$ cat src/rtl/sr_latch_bank_if.sv
// Bus bundle for sr_latch_bank: per-channel set/reset requests, ack handshake and flag summary.
// The bank takes the slave modport; the event source and consumer side takes master.
interface sr_latch_bank_if #(
   parameter int unsigned WIDTH = 8,
   parameter int unsigned IDX_W = 3
);
   logic [WIDTH-1:0] set;
   logic [WIDTH-1:0] reset;
   logic             ack;
   logic [WIDTH-1:0] q;
   logic             any_set;
   logic [IDX_W:0]   count;
   logic             first_valid;
   logic [IDX_W-1:0] first_idx;

   modport master (
      output set, reset, ack,
      input  q, any_set, count, first_valid, first_idx
   );

   modport slave (
      input  set, reset, ack,
      output q, any_set, count, first_valid, first_idx
   );
endinterface

$ cat src/rtl/sr_latch_bank.sv
// Bank of synchronous set/reset flags with a MODE collision policy, summary outputs and ack-clear.
// Optional SR_EDGE_DETECT_EN makes set rising-edge sensitive instead of level sensitive.
module sr_latch_bank #(
   parameter int unsigned WIDTH = 8,
   parameter int unsigned IDX_W = 3,
   parameter int unsigned MODE  = 0
) (
   input logic           clk,
   input logic           rst,
   sr_latch_bank_if.slave bus
);
   localparam int unsigned CNT_W    = IDX_W + 1;
   // Out-of-range policies fall back to reset-dominant.
   localparam int unsigned MODE_EFF = (MODE > 2) ? 0 : MODE;

   logic [WIDTH-1:0] q_r;
   logic [WIDTH-1:0] q_nxt;
   logic [WIDTH-1:0] set_eff;
   logic [WIDTH-1:0] ack_clr;
   logic [WIDTH-1:0] r_eff;
   logic [CNT_W-1:0] cnt;
   logic [IDX_W-1:0] idx;
   logic             valid;

`ifdef SR_EDGE_DETECT_EN
   logic [WIDTH-1:0] set_d;

   always_ff @(posedge clk) begin
      if (rst) set_d <= '0;
      else     set_d <= bus.set;
   end

   assign set_eff = bus.set & ~set_d;
`else
   assign set_eff = bus.set;
`endif

   // Summary over the registered flags: popcount and lowest-index priority encode.
   always_comb begin
      cnt = '0;
      idx = '0;
      for (int i = WIDTH - 1; i >= 0; i--) begin
         cnt = cnt + CNT_W'(q_r[i]);
         if (q_r[i]) idx = IDX_W'(i);
      end
   end

   assign valid = |q_r;

   // Next flag state: ack folds into the reset of the channel currently reported.
   always_comb begin
      q_nxt   = q_r;
      ack_clr = '0;
      for (int i = 0; i < WIDTH; i++) begin
         ack_clr[i] = bus.ack & valid & (idx == IDX_W'(i));
      end
      r_eff = bus.reset | ack_clr;
      for (int i = 0; i < WIDTH; i++) begin
         case ({set_eff[i], r_eff[i]})
            2'b10:   q_nxt[i] = 1'b1;
            2'b01:   q_nxt[i] = 1'b0;
            2'b11: begin
               case (MODE_EFF)
                  1:       q_nxt[i] = 1'b1;
                  2:       q_nxt[i] = ~q_r[i];
                  default: q_nxt[i] = 1'b0;
               endcase
            end
            default: q_nxt[i] = q_r[i];
         endcase
      end
   end

   always_ff @(posedge clk) begin
      if (rst) q_r <= '0;
      else     q_r <= q_nxt;
   end

   assign bus.q           = q_r;
   assign bus.any_set     = valid;
   assign bus.count       = cnt;
   assign bus.first_valid = valid;
   assign bus.first_idx   = idx;
endmodule

$ cat src/flat_wrapper.sv
// flat-port wrapper written by rule: the top's interface ports become plain ports
module sr_latch_bank_flat 
#(
   parameter int unsigned WIDTH = 8,
   parameter int unsigned IDX_W = 3,
   parameter int unsigned MODE  = 0
)
  (clk, rst, bus_set, bus_reset, bus_ack, bus_q, bus_any_set, bus_count, bus_first_valid, bus_first_idx);
  sr_latch_bank_if #(.WIDTH(WIDTH), .IDX_W(IDX_W)) bus_i ();
  input logic clk;
  input logic rst;
  input wire logic [$bits(bus_i.set)-1:0] bus_set;
  input wire logic [$bits(bus_i.reset)-1:0] bus_reset;
  input wire logic [$bits(bus_i.ack)-1:0] bus_ack;
  output wire logic [$bits(bus_i.q)-1:0] bus_q;
  output wire logic [$bits(bus_i.any_set)-1:0] bus_any_set;
  output wire logic [$bits(bus_i.count)-1:0] bus_count;
  output wire logic [$bits(bus_i.first_valid)-1:0] bus_first_valid;
  output wire logic [$bits(bus_i.first_idx)-1:0] bus_first_idx;
  assign bus_i.set = bus_set;
  assign bus_i.reset = bus_reset;
  assign bus_i.ack = bus_ack;
  assign bus_q = bus_i.q;
  assign bus_any_set = bus_i.any_set;
  assign bus_count = bus_i.count;
  assign bus_first_valid = bus_i.first_valid;
  assign bus_first_idx = bus_i.first_idx;
  sr_latch_bank #(.WIDTH(WIDTH), .IDX_W(IDX_W), .MODE(MODE)) u_core (.clk(clk), .rst(rst), .bus(bus_i));
endmodule
$ cat config.mk
export PLATFORM = sky130hd
export DESIGN_NAME = sr_latch_bank_flat
export DESIGN_NICKNAME = d
export VERILOG_FILES = /design/src/rtl/sr_latch_bank_if.sv /design/src/rtl/sr_latch_bank.sv /design/src/flat_wrapper.sv
export SDC_FILE = /design/constraint.sdc
export NUM_CORES = 1
export LEC_CHECK = 0
export ABC_AREA = 0
export CORE_MARGIN = 2
export CORE_UTILIZATION = 35
export DETAILED_ROUTE_END_ITERATION = 8
export HOLD_SLACK_MARGIN = 0.08
export PLACE_DENSITY = 0.75
export SYNTH_ARGS = -nofsm -noshare
export SYNTH_HDL_FRONTEND = slang
export SYNTH_SLANG_ARGS = --single-unit
$ cat constraint.sdc
create_clock -name clk -period 4.62 [get_ports clk]
set_input_delay 1.155 -clock clk [delete_from_list [all_inputs] [get_ports clk]]
set_output_delay 1.155 -clock clk [all_outputs]
set_load 0.05 [all_outputs]
After elaboration in Yosys (flattened, before gate mapping)
Cells that the tools add are included.
- register bits after elaboration: 8
- input port bits: 19
- output and inout bits: 17
- logic and storage cells: 90
- add/sub/neg operators: 7
- eq/ne operators: 31
- muxes and demuxes: 16
- bitwise operators: 10
- reduce and logical (&&, ||, !) cells: 18
- operators by type and width (kind ; number):
    $eq A2 B2 Y1 const B ; 16
    $add A4 B1 Y4 ; 6
    $mux W3 ; 8
    $eq A2 B1 Y1 const B ; 8
    $pmux W1 S2 ; 8
    $reduce_bool A2 Y1 ; 8
    $reduce_or A2 Y1 ; 8
    $eq A3 B3 Y1 const B ; 4
    $and A1 B1 Y1 ; 9
    $or A8 B8 Y8 ; 1
    $reduce_or A8 Y1 ; 1
    $eq A3 B2 Y1 const B ; 2
    $eq A3 B1 Y1 const B ; 1
    $logic_not A3 Y1 ; 1
    $add A1 B1 Y2 ; 1

Logic depth before layout (Yosys ltp)
Gate-level depths: netlist (run 1).
- depth after elaboration: 14
- depth in mapped cells: 9
- gate-level depth less buffers: 9

Worst setup path after synthesis (run 1)
OpenSTA, ideal clock, no wires.
- kind: register to output
- start point: reg u_core.q_r[6] (netlist: u_core.bus.q[6])
- end point: out bus_count[2]
- arrival: 3.621 ns
- data required time: 3.465 ns
- slack: -0.156 ns
- cell stages (with the launch flop): 10
- path buffers: 0
- cell sequence: dfxtp_1 -> inv_1 -> ha_1 -> inv_1 -> fa_1 -> fa_1 -> inv_1 -> fa_1 -> fa_1 -> xor2_1
- longest elaborated chain between the ends: 7
- ends and longest elaborated chain (item ; line ; source):
    start, declared ; sr_latch_bank.sv:16 ; logic [WIDTH-1:0] q_r;
    start signal, assigned ; sr_latch_bank.sv:76 ; else q_r <= q_nxt;
    $add A1 B1 Y2 ; sr_latch_bank.sv:43 ; cnt = cnt + CNT_W'(q_r[i]);
    $add A4 B1 Y4 (6 in a row) ; sr_latch_bank.sv:43 ;
    end, declared ; flat_wrapper.sv:17 ; output wire logic [$bits(bus_i.count)-1:0] bus_count;
Every way passes these cells.

Final worst setup path (run 1)
- start point: reg u_core.q_r[6] (netlist: u_core.bus.q[6])
- end point: out bus_count[3]
Same word-level chain as after synthesis.

==> parameters.txt, run 1 <==
Parameter                              Value

Status
  Result of the run ... complete, no violations

Placed design
  Placed Instance Area ... 974.7 sq um
  Count of buffers inserted at the top-level ports ... 35
  Final HPWL from detailed placement ... 1228 microns
  Final weighted congestion of routability-driven global placement ... 0.7961
  Setup slack at placement ... 0.4075 ns

Yosys
  Share of cell area taken by muxes after synthesis ... 0
  Combinational family with the most area after synthesis ... adder cells
  Synth warn ... 0
  Net count after synthesis ... 97
  Post-synthesis cell area ... 600.6 sq um
  Area share of and/or/nand/nor cells after synthesis ... 0.1896
  Xor/xnor cell area share of the yosys netlist ... 0.01458
  Adder-Cell Fraction of Synth Area ... 0.2375
  Cell type with the largest total area after synthesis ... sky130_fd_sc_hd__dfxtp_1
  Post-synth top area share ... 0.2667
  Number of distinct library cells after synthesis ... 23
  Share of the yosys chip area belonging to registers ... 0.2667
  Biggest area contributors in the synthesized netlist ... sky130_fd_sc_hd__dfxtp_1, sky130_fd_sc_hd__fa_1, sky130_fd_sc_hd__ha_1, sky130_fd_sc_hd__inv_1, sky130_fd_sc_hd__a2111oi_0
  Synth Area in Compound Gates ... 0.1708
  Avg Inst Size Synth ... 8.704 sq um
  Number of instances in the synthesized netlist ... 69
  Post-synthesis register bit count ... 8

Die
  Chip Height ... 45.43 microns
  Die area ... 2063 sq um
  Die Wd ... 45.43 microns
  Core ar. ... 1559 sq um
  FP Rows ... 14
  Starting Density ... 0.3852
  I/O pin cnt ... 36

STA
  Setup-failing EPs final ... 0
  Highest achievable clock rate ... 0.2237 GHz
  Minimum clock period ... 4.471 ns
  Final Hold Violating Endpoints ... 0
  Setup repair after global routing missed its margin ... false
  Transition time at the pin with the least slew margin ... 0.5077 ns
  Max Transition Viols Final ... 0
  Setup total negative slack ... 0 ns
  Final Hold Slack ... 0.5807 ns
  Final setup slack of the worst path ... 0.1490 ns
  Part of the cycle the worst path needs ... 0.9677
  Worst Clk Skew ... 0.002103 ns
  Normalized max-slew margin ... 0.6605

Global route
  Vias in the first global route ... 585
  First-pass GRT wire length ... 2277 microns
  Number of antenna violations at the first check in global routing ... 0
  Maximum number of pins on one net before global-route repair ... 11
  Total congestion overflow ... 0
  Overall track demand over capacity in global routing ... 0.1521

Pwr
  Largest voltage drop on the vdd net ... 0.1793 mV
  PnR Total Power ... 0.0002780 W
  Total power per unit cell area ... 278.8 nW/um^2
  Switching share of power ... 0.4190
  Power share of the sequential group ... 0.283
  Power share of the combinational group ... 0.519
  Leak ... 0.4037 nW
  Cell Int Power ... 0.0001615 W
  Switching Power ... 0.0001165 W
  Part of the total power dissipated in the clock network ... 0.198

Critical path
  Maximum fanout count along the critical path ... 4
  Delay contributed by the slowest stage of the critical path ... 0.69 ns
  Type of origin of the critical path ... register
  Crit-path cells ... inv_1, ha_1, inv_1, fa_1, fa_1, inv_1, fa_1, a21oi_1, nor2b_1, clkdlybuf4s50_1
  Worst setup path category ... reg2out
  Kind of cell with the highest combined delay on the critical path ... adder cells
  Setup slack, reg-to-reg ... 3.03 ns
  Worst Setup End Kind ... output pin
  Arrival time at the worst endpoint ... 3.32 ns
  CP max stage cell ... sky130_fd_sc_hd__clkdlybuf4s50_1
  Worst path required time ... 3.46 ns
  WP buf/inv ... 4

Job
  Number of violations of the max-capacitance limit ... 0

Clock network
  Cell at the root of the clock tree ... sky130_fd_sc_hd__clkbuf_4
  # resized after CTS ... 0
  Buffers from clock root to sink, at most ... 2
  Number of levels in the clock H-tree ... 1
  Latest clock arrival within the worst-skew pair ... 0.26 ns
  Count of buffers added by post-CTS timing repair for setup ... 0
  Clock transition time at the flip-flop clock pins of the worst setup and hold paths ... 0.06 ns
  CTS tree ... done
  Clock sink count ... 8
  Hold-fix buffers at CTS ... 0
  Cts bufs inserted ... 3

Drt
  Total iterations of the first detailed-routing run ... 3
  Remaining number of nets flagged by the antenna check after routing ... 0
  Number of design-rule violations left by the first detailed-router iteration ... 8
  Wire per inst ... 12.30 microns
  Via Count ... 612
  # DRC ... 0
  Routed via count divided by cell count ... 5.100
  Drt total wl ... 1476 microns

Final layout
  Layout cell share with drive strength beyond 1 ... 0.05769
  Final design instance area without fill ... 997.2 sq um
  Count of nets after finishing ... 134
  Layout-stage area growth over the synthesis result ... 66.04%
  Most common cell after layout, fill and taps aside ... sky130_fd_sc_hd__clkdlybuf4s50_1
  Number of flip-flops in the largest register ... 8
  Number of antenna cells inserted ... 0
  Highest-count cells in the layout ignoring fill and taps ... sky130_fd_sc_hd__clkdlybuf4s50_1, sky130_fd_sc_hd__inv_1, sky130_fd_sc_hd__nor2_1

Worst hold path
  Class of the tightest hold or removal check ... reg2reg
## synthesized netlist by cell type
| cell type | instances |
|---|---|
| sky130_fd_sc_hd__inv_1 | 13 |
| sky130_fd_sc_hd__nor2_1 | 9 |
| sky130_fd_sc_hd__dfxtp_1 | 8 |
| sky130_fd_sc_hd__ha_1 | 5 |
| sky130_fd_sc_hd__nor3_1 | 5 |
| sky130_fd_sc_hd__a2111oi_0 | 4 |
| sky130_fd_sc_hd__fa_1 | 4 |
| sky130_fd_sc_hd__a21oi_1 | 3 |
| sky130_fd_sc_hd__nor4_1 | 3 |
| sky130_fd_sc_hd__o41a_1 | 2 |
| sky130_fd_sc_hd__a221oi_1 | 1 |
| sky130_fd_sc_hd__a311oi_1 | 1 |
| sky130_fd_sc_hd__buf_2 | 1 |
| sky130_fd_sc_hd__buf_4 | 1 |
| sky130_fd_sc_hd__buf_6 | 1 |
| sky130_fd_sc_hd__nand3b_1 | 1 |
| sky130_fd_sc_hd__nand4b_1 | 1 |
| sky130_fd_sc_hd__nor2b_1 | 1 |
| sky130_fd_sc_hd__o21ai_0 | 1 |
| sky130_fd_sc_hd__o21bai_1 | 1 |
| sky130_fd_sc_hd__or3_1 | 1 |
| sky130_fd_sc_hd__or4_1 | 1 |
| sky130_fd_sc_hd__xor2_1 | 1 |
## metal layers
layer	wire, microns	global-route usage	share of wire
met5	0	0	0
met4	0	0.01765	0
met3	105	0.05952	0.071
met2	758	0.2732	0.51
met1	612	0.1733	0.41
## worst paths after layout
check                   from         endpoint  cells past startpoint
max          u_core.bus.q[6]     bus_count[3]                     10
min          u_core.bus.q[5]  u_core.bus.q[5]                      2
max reg2reg  u_core.bus.q[1]  u_core.bus.q[6]                      2
min reg2reg  u_core.bus.q[5]  u_core.bus.q[5]                      2
## power by group through the flow
stage / clock [W] / sequential [W] / combinational (W)
floorplan: 0 / 0.0000906 / 0.0000816
detailed placement: 0 / 0.0000801 / 0.000145
global placement: 0 / 0.0000799 / 0.000144
global route: 0.0000590 / 0.0000793 / 0.000153
CTS: 0.0000571 / 0.0000785 / 0.000145
finish: 0.0000551 / 0.0000786 / 0.000144
## logic make-up after synthesis
logic type | after synthesis
AO/OA/AOI/OAI | 13
XOR/XNOR | 1
adder cells (fa/ha/maj) | 9
buffers and inverters | 16
flip-flops | 8
AND/OR/NAND/NOR | 22
## area by class of cell
cell class,count,area (sq um)
fillers,131,561.8
multi-input cells,45,375.4
repair buffers,35,370.4
flip-flops and latches,8,160.2
inverters,13,48.80
clock buffers,3,22.52
well taps,16,20.02
## stage by stage
step,util,instances
finish,0.6396,120
global route,0.6396,120
CTS,0.6396,120
detailed placement,0.6252,117
global placement,0.6252,117
floorplan,-,69
## worst reg2reg max path, cell delays in order (launching register included)
cell and delay (ns):
sky130_fd_sc_hd__dfxtp_1 0.41, sky130_fd_sc_hd__or4_1 0.66, sky130_fd_sc_hd__o41a_1 0.41
No activity file was read; power rests on OpenSTA's default activity.
==> run 2, diff against run 1 <==
--- a/config.mk
+++ b/config.mk
@@ -7,10 +7,11 @@
 export LEC_CHECK = 0
 export ABC_AREA = 0
 export CORE_MARGIN = 2
-export CORE_UTILIZATION = 35
+export CORE_UTILIZATION = 32
 export DETAILED_ROUTE_END_ITERATION = 8
 export HOLD_SLACK_MARGIN = 0.08
-export PLACE_DENSITY = 0.75
+export PLACE_DENSITY = 0.72
+export SETUP_SLACK_MARGIN = 0.3
 export SYNTH_ARGS = -nofsm -noshare
 export SYNTH_HDL_FRONTEND = slang
 export SYNTH_SLANG_ARGS = --single-unit
==> constraint.sdc (replaced) <==
create_clock -name clk -period 3.7 [get_ports clk]
set_input_delay 0.925 -clock clk [delete_from_list [all_inputs] [get_ports clk]]
set_output_delay 0.925 -clock clk [all_outputs]
set_load 0.05 [all_outputs]
==> run 2 against run 1 <==
The flow now finishes with violations (negative setup slack). Flip-flop and latch count stayed put. Setup slack worse by 0.38 ns. Power is 36% higher. Sequential power is 23% higher. Final cell count is 13% higher. Design area is 13% higher. Highest routed layer is now met4.
==> parameters.txt, run 2 (same netlist as run 1, synthesis figures left out) <==
Parameter                              Value

STA
  Setup total negative slack ... -0.4329 ns (was 0 ns)
  Max Transition Viols Final ... 0 (unchanged)
  Setup repair after global routing missed its margin ... true (was false)
  Worst Clk Skew ... 0.01069 ns (was 0.002103 ns)
  Setup-failing EPs final ... 2 (was 0)
  Normalized max-slew margin ... 0.6669 (was 0.6605)
  Final setup slack of the worst path ... -0.2274 ns (was 0.1490 ns)
  Highest achievable clock rate ... 0.2546 GHz
  Part of the cycle the worst path needs ... 1.061
  Transition time at the pin with the least slew margin ... 0.4981 ns (was 0.5077 ns)
  Final Hold Violating Endpoints ... 0 (unchanged)
  Minimum clock period ... 3.927 ns

Final layout
  Highest-count cells in the layout ignoring fill and taps ... sky130_fd_sc_hd__clkdlybuf4s50_1, sky130_fd_sc_hd__inv_1, sky130_fd_sc_hd__nor2_1 (unchanged)
  Final design instance area without fill ... 1129 sq um (was 997.2 sq um)
  Number of antenna cells inserted ... 0 (unchanged)
  Layout cell share with drive strength beyond 1 ... 0.2342 (was 0.05769)
  Count of nets after finishing ... 140 (was 134)
  Most common cell after layout, fill and taps aside ... sky130_fd_sc_hd__clkdlybuf4s50_1 (unchanged)
  Layout-stage area growth over the synthesis result ... 87.92% (was 66.04%)
  Number of flip-flops in the largest register ... 8 (unchanged)

Pwr
  PnR Total Power ... 0.0003786 W (was 0.0002780 W)
  Largest voltage drop on the vdd net ... 0.2152 mV (was 0.1793 mV)
  Leak ... 0.4480 nW (was 0.4037 nW)
  Total power per unit cell area ... 335.5 nW/um^2 (was 278.8 nW/um^2)

Status
  Result of the run ... finished with violations (was complete, no violations)
  Violated checks ... negative setup slack

Drt
  Routed via count divided by cell count ... 4.809 (was 5.100)
  Wire per inst ... 12.34 microns (was 12.30 microns)
  Number of design-rule violations left by the first detailed-router iteration ... 16 (was 8)
  # DRC ... 0 (unchanged)
  Drt total wl ... 1678 microns (was 1476 microns)
  Remaining number of nets flagged by the antenna check after routing ... 0 (unchanged)
  Via Count ... 654 (was 612)
  Total iterations of the first detailed-routing run ... 4 (was 3)

Clock network
  Cell at the root of the clock tree ... sky130_fd_sc_hd__clkbuf_4 (unchanged)
  Latest clock arrival within the worst-skew pair ... 0.26 ns (about the same)
  Number of levels in the clock H-tree ... 1 (unchanged)
  CTS tree ... done (unchanged)
  Clock transition time at the flip-flop clock pins of the worst setup and hold paths ... 0.06 ns (about the same)
  Hold-fix buffers at CTS ... 0 (unchanged)
  Cts bufs inserted ... 3 (unchanged)
  Buffers from clock root to sink, at most ... 2 (unchanged)
  Clock sink count ... 8 (unchanged)

Global route
  Overall track demand over capacity in global routing ... 0.1727 (was 0.1521)
  Number of antenna violations at the first check in global routing ... 0 (unchanged)
  Total congestion overflow ... 0 (unchanged)
  Maximum number of pins on one net before global-route repair ... 11 (unchanged)
  Vias in the first global route ... 615 (was 585)
  First-pass GRT wire length ... 2594 microns (was 2277 microns)

Die
  Core ar. ... 1745 sq um (was 1559 sq um)
  Die Wd ... 47.32 microns (was 45.43 microns)
  FP Rows ... 15 (was 14)
  Chip Height ... 47.32 microns (was 45.43 microns)
  I/O pin cnt ... 36 (unchanged)
  Starting Density ... 0.3441 (was 0.3852)
  Die area ... 2239 sq um (was 2063 sq um)

Job
  Number of violations of the max-capacitance limit ... 0 (unchanged)

Placed design
  Count of buffers inserted at the top-level ports ... 35 (unchanged)
  Setup slack at placement ... 0.001136 ns (was 0.4075 ns)
  Final HPWL from detailed placement ... 1275 microns (was 1228 microns)
  Final weighted congestion of routability-driven global placement ... 0.7620 (was 0.7961)
  Placed Instance Area ... 1050 sq um (was 974.7 sq um)

Critical path
  Worst Setup End Kind ... output pin (unchanged)
  Worst setup path category ... reg2out (unchanged)
  Arrival time at the worst endpoint ... 3.00 ns (was 3.32 ns)
  Type of origin of the critical path ... register (unchanged)
  Worst path required time ... 2.77 ns (was 3.46 ns)
  Maximum fanout count along the critical path ... 2 (was 4)

Worst hold path
  Class of the tightest hold or removal check ... reg2reg (unchanged)
run 2: cell types whose count changed in the layout (fill, tap and decap cells not counted), moves of 2 or more:
| cell | change |
|---|---|
| sky130_fd_sc_hd__dfxtp_1 | -4 |
| sky130_fd_sc_hd__inv_2 | +2 |
| sky130_fd_sc_hd__fa_1 | -2 |
| sky130_fd_sc_hd__dfxtp_2 | +2 |
| sky130_fd_sc_hd__clkdlybuf4s50_1 | -2 |
| sky130_fd_sc_hd__inv_1 | -3 |
| sky130_fd_sc_hd__fa_2 | +2 |
| sky130_fd_sc_hd__buf_4 | +6 |
| sky130_fd_sc_hd__dfxtp_4 | +2 |
run 2: critical path: stages (launching register included):
cell,delay [ns]
sky130_fd_sc_hd__dfxtp_4,0.36
sky130_fd_sc_hd__inv_4,0.04
sky130_fd_sc_hd__ha_4,0.25
sky130_fd_sc_hd__inv_2,0.03
sky130_fd_sc_hd__fa_1,0.45
sky130_fd_sc_hd__fa_1,0.50
sky130_fd_sc_hd__inv_1,0.05
sky130_fd_sc_hd__fa_2,0.35
sky130_fd_sc_hd__fa_2,0.39
sky130_fd_sc_hd__xor2_4,0.17
sky130_fd_sc_hd__buf_12,0.15
run 2: final cells by class:
type	instances	area (sq um)
well taps	25	31.28
fillers	150	616.8
inverters	13	51.30
clock buffers	4	26.28
multi-input cells	45	422.9
flip-flops and latches	8	170.2
repair buffers	41	426.7
run 2: timing repair:
item	CTS	global route
setup endpoints to repair	4	4
cloned	0	0
gates resized for setup	4	3
buffers inserted	2	1
pin swaps	1	0
hold endpoints to repair	0	0
run 2: path summary, 6_finish.rpt:
path | from | end | slack, ns | cells after the start
worst max-delay path | u_core.bus.q[6] | bus_count[2] | -0.23 | 10
worst min-delay path | u_core.bus.q[2] | u_core.bus.q[2] | 0.54 | 2
worst max register to register | u_core.bus.q[1] | u_core.bus.q[6] | 2.12 | 2
worst min register to register | u_core.bus.q[2] | u_core.bus.q[2] | 0.54 | 2
run 2: power by group:
group | switching, W | total (W) | internal, W
combinational | 0.000116 | 0.000209 | 0.0000936
clock | 0.0000314 | 0.0000727 | 0.0000413
sequential | 0.00000648 | 0.0000968 | 0.0000903
total | 0.000153 | 0.000379 | 0.000225
run 2: through the flow:
stage	util	instances	hold slack (ns)
finish	0.6466	136	0.5363
global route	0.6466	136	0.5679
CTS	0.6337	135	0.5377
detailed placement	0.6014	129	0.5314
global placement	0.6014	129	0.5293
floorplan	-	69	0.5896
run 2: routing by layer:
metal | up-vias | track usage | part of all wire
li1 | 327 | - | -
met1 | 307 | 0.2000 | 0.40
met4 | 0 | 0.05000 | 0.0077
met5 | - | 0 | 0
met3 | 2 | 0.06923 | 0.058
met2 | 18 | 0.2919 | 0.54
==> run 3, diff against run 2 <==
--- a/config.mk
+++ b/config.mk
@@ -10,7 +10,7 @@
 export CORE_UTILIZATION = 32
 export DETAILED_ROUTE_END_ITERATION = 8
 export HOLD_SLACK_MARGIN = 0.08
-export PLACE_DENSITY = 0.72
+export PLACE_DENSITY = 0.79
 export SETUP_SLACK_MARGIN = 0.3
 export SYNTH_ARGS = -nofsm -noshare
 export SYNTH_HDL_FRONTEND = slang
==> run 3 against run 2 <==
The flow still finishes with violations (negative setup slack). Die area unchanged. Design area unchanged. Final cell count unchanged. Setup slack better by 0.019 ns. Count of clock-buffer cells in the layout unchanged. Critical endpoint unchanged. Highest routed layer unchanged.
==> parameters.txt, run 3 (same netlist as run 1, synthesis figures left out) <==
Parameter                              Value

Status
  Violated checks ... negative setup slack (unchanged)
  Result of the run ... finished with violations (unchanged)

Die
  Starting Density ... 0.3441 (unchanged)
  Core ar. ... 1745 sq um (unchanged)
  Die Wd ... 47.32 microns (unchanged)
  FP Rows ... 15 (unchanged)
  I/O pin cnt ... 36 (unchanged)
  Die area ... 2239 sq um (unchanged)
  Chip Height ... 47.32 microns (unchanged)

Critical path
  Critical register-to-register path endpoint ... u_core.bus.q[6] (unchanged)
  Maximum fanout count along the critical path ... 2 (unchanged)
  Crit-path cells ... inv_4, ha_4, inv_2, fa_1, fa_1, inv_1, fa_2, fa_2, xor2_4, buf_12 (unchanged)
  Delay contributed by the slowest stage of the critical path ... 0.49 ns (was 0.50 ns)
  Worst Setup End Kind ... output pin (unchanged)
  Cell count along the critical path ... 10 (unchanged)
  Worst setup path category ... reg2out (unchanged)
  Worst path required time ... 2.77 ns (about the same)
  Kind of cell with the highest combined delay on the critical path ... adder cells (unchanged)
  WP buf/inv ... 4 (unchanged)
  Type of origin of the critical path ... register (unchanged)
  Arrival time at the worst endpoint ... 2.98 ns (was 3.00 ns)
  CP max stage cell ... sky130_fd_sc_hd__fa_1 (unchanged)
  Setup slack, reg-to-reg ... 2.13 ns (was 2.12 ns)
  Number of cells traversed by the worst register-to-register path ... 2 (unchanged)
  Critical register-to-register path startpoint ... u_core.bus.q[1] (unchanged)

Clock network
  CTS tree ... done (unchanged)
  Clock transition time at the flip-flop clock pins of the worst setup and hold paths ... 0.06 ns (about the same)
  Cts bufs inserted ... 3 (unchanged)
  Hold-fix buffers at CTS ... 0 (unchanged)
  Buffers from clock root to sink, at most ... 2 (unchanged)
  Latest clock arrival within the worst-skew pair ... 0.26 ns (about the same)
  Number of levels in the clock H-tree ... 1 (unchanged)
  Clock sink count ... 8 (unchanged)
  Cell at the root of the clock tree ... sky130_fd_sc_hd__clkbuf_4 (unchanged)

Worst hold path
  Startpoint of the tightest hold check path ... u_core.bus.q[2] (unchanged)
  Hold-critical path depth ... 2 (unchanged)
  Class of the tightest hold or removal check ... reg2reg (unchanged)
  Capture endpoint of the worst hold path ... u_core.bus.q[2] (unchanged)

Final layout
  Layout cell share with drive strength beyond 1 ... 0.2342 (unchanged)
  Count of non-filler cells in the finished layout ... 136 (unchanged)
  Final design instance area without fill ... 1129 sq um (unchanged)
  Number of antenna cells inserted ... 0 (unchanged)
  Most common cell after layout, fill and taps aside ... sky130_fd_sc_hd__clkdlybuf4s50_1 (unchanged)
  Highest-count cells in the layout ignoring fill and taps ... sky130_fd_sc_hd__clkdlybuf4s50_1, sky130_fd_sc_hd__inv_1, sky130_fd_sc_hd__nor2_1 (unchanged)
  Layout-stage area growth over the synthesis result ... 87.92% (unchanged)
  Count of nets after finishing ... 140 (unchanged)
  Number of flip-flops in the largest register ... 8 (unchanged)

Global route
  Total congestion overflow ... 0 (unchanged)
  Vias in the first global route ... 604 (was 615)
  First-pass GRT wire length ... 2477 microns (was 2594 microns)
  Maximum number of pins on one net before global-route repair ... 11 (unchanged)
  Overall track demand over capacity in global routing ... 0.1637 (was 0.1727)
  Number of antenna violations at the first check in global routing ... 0 (unchanged)

STA
  Worst Clk Skew ... 0.005268 ns (was 0.01069 ns)
  Transition time at the pin with the least slew margin ... 0.5030 ns (was 0.4981 ns)
  Final setup slack of the worst path ... -0.2080 ns (was -0.2274 ns)
  Max Transition Viols Final ... 0 (unchanged)
  Final Hold Violating Endpoints ... 0 (unchanged)
  Part of the cycle the worst path needs ... 1.056 (was 1.061)
  Highest achievable clock rate ... 0.2559 GHz (was 0.2546 GHz)
  Setup repair after global routing missed its margin ... true (unchanged)
  Normalized max-slew margin ... 0.6636 (was 0.6669)
  Minimum clock period ... 3.908 ns (was 3.927 ns)
  Setup-failing EPs final ... 3 (was 2)
  Final Hold Slack ... 0.5464 ns (was 0.5363 ns)

Drt
  Total iterations of the first detailed-routing run ... 4 (unchanged)
  Wire per inst ... 11.99 microns (was 12.34 microns)
  Routed via count divided by cell count ... 4.860 (was 4.809)
  Via Count ... 661 (was 654)
  # DRC ... 0 (unchanged)
  Number of design-rule violations left by the first detailed-router iteration ... 16 (unchanged)
  Remaining number of nets flagged by the antenna check after routing ... 0 (unchanged)
  Drt total wl ... 1630 microns (was 1678 microns)

Pwr
  Leak ... 0.4480 nW (about the same)
  Total power per unit cell area ... 337.7 nW/um^2 (was 335.5 nW/um^2)
  PnR Total Power ... 0.0003811 W (was 0.0003786 W)
  Largest voltage drop on the vdd net ... 0.1701 mV (was 0.2152 mV)

Placed design
  Placed Instance Area ... 1050 sq um (unchanged)
  Final HPWL from detailed placement ... 1309 microns (was 1275 microns)
  Number of placed cells counting well taps ... 129 (unchanged)
  Final weighted congestion of routability-driven global placement ... 0.7656 (was 0.7620)
  Setup slack at placement ... 0.02600 ns (was 0.001136 ns)
  Count of buffers inserted at the top-level ports ... 35 (unchanged)

Job
  Number of violations of the max-capacitance limit ... 0 (unchanged)
## run 3: cell counts in the layout (fill, tap and decap cells not counted)
Identical to the previous run, type by type.
## run 3: worst max path at each step
stage                     from            to  slack, ns
3_5_place_dp   u_core.bus.q[6]  bus_count[2]       0.03
6_report       u_core.bus.q[6]  bus_count[2]      -0.21
2_1_floorplan  u_core.bus.q[6]  bus_count[2]      -0.09
3_3_place_gp   u_core.bus.q[6]  bus_count[2]       0.06
5_1_grt        u_core.bus.q[6]  bus_count[2]      -0.29
4_1_cts        u_core.bus.q[6]  bus_count[2]      -0.20
## run 3: metal layers
layer  GRT usage  vias up  part of all wire
li1            -      327                 -
met1      0.1940      305              0.40
met2      0.2676       27              0.53
met3     0.06923        2             0.060
met4     0.05000        0            0.0080
met5           0        -                 0
## run 3: power breakdown
part,switching (W),total [W],leakage (nW),internal [W]
logic,0.000116,0.000210,0.365,0.0000943
registers,0.00000643,0.0000966,0.0679,0.0000902
clock network,0.0000331,0.0000746,0.0150,0.0000415
total,0.000155,0.000381,0.448,0.000226
## run 3: layout make-up
type / instances / area (sq um)
clock buffers: 4 / 26.28
fillers: 144 / 616.8
repair buffers: 41 / 426.7
well taps: 25 / 31.28
inverters: 13 / 51.30
multi-input cells: 45 / 422.9
flip-flops and latches: 8 / 170.2
## run 3: through the flow
| step | setup TNS (ns) | utilization |
|---|---|---|
| after global placement | 0 | 0.6014 |
| after global routing | -0.7357 | 0.6466 |
| final | -0.5007 | 0.6466 |
| after CTS | -0.3982 | 0.6423 |
| after detailed placement | 0 | 0.6014 |
| after floorplan | -0.1484 | - |
## run 3: worst register-to-register path: cells and delay by family, from the launching register on
family,cells,cell delay [ns]
simple gates,1,0.65
flops,1,0.41
compound gates,1,0.40
## run 3: what timing repair did
item	in CTS	in global routing
pin swaps	1	0
resized for setup	7	0
hold endpoints to repair	0	0
endpoints found under the setup margin	4	4
buffers inserted	2	1
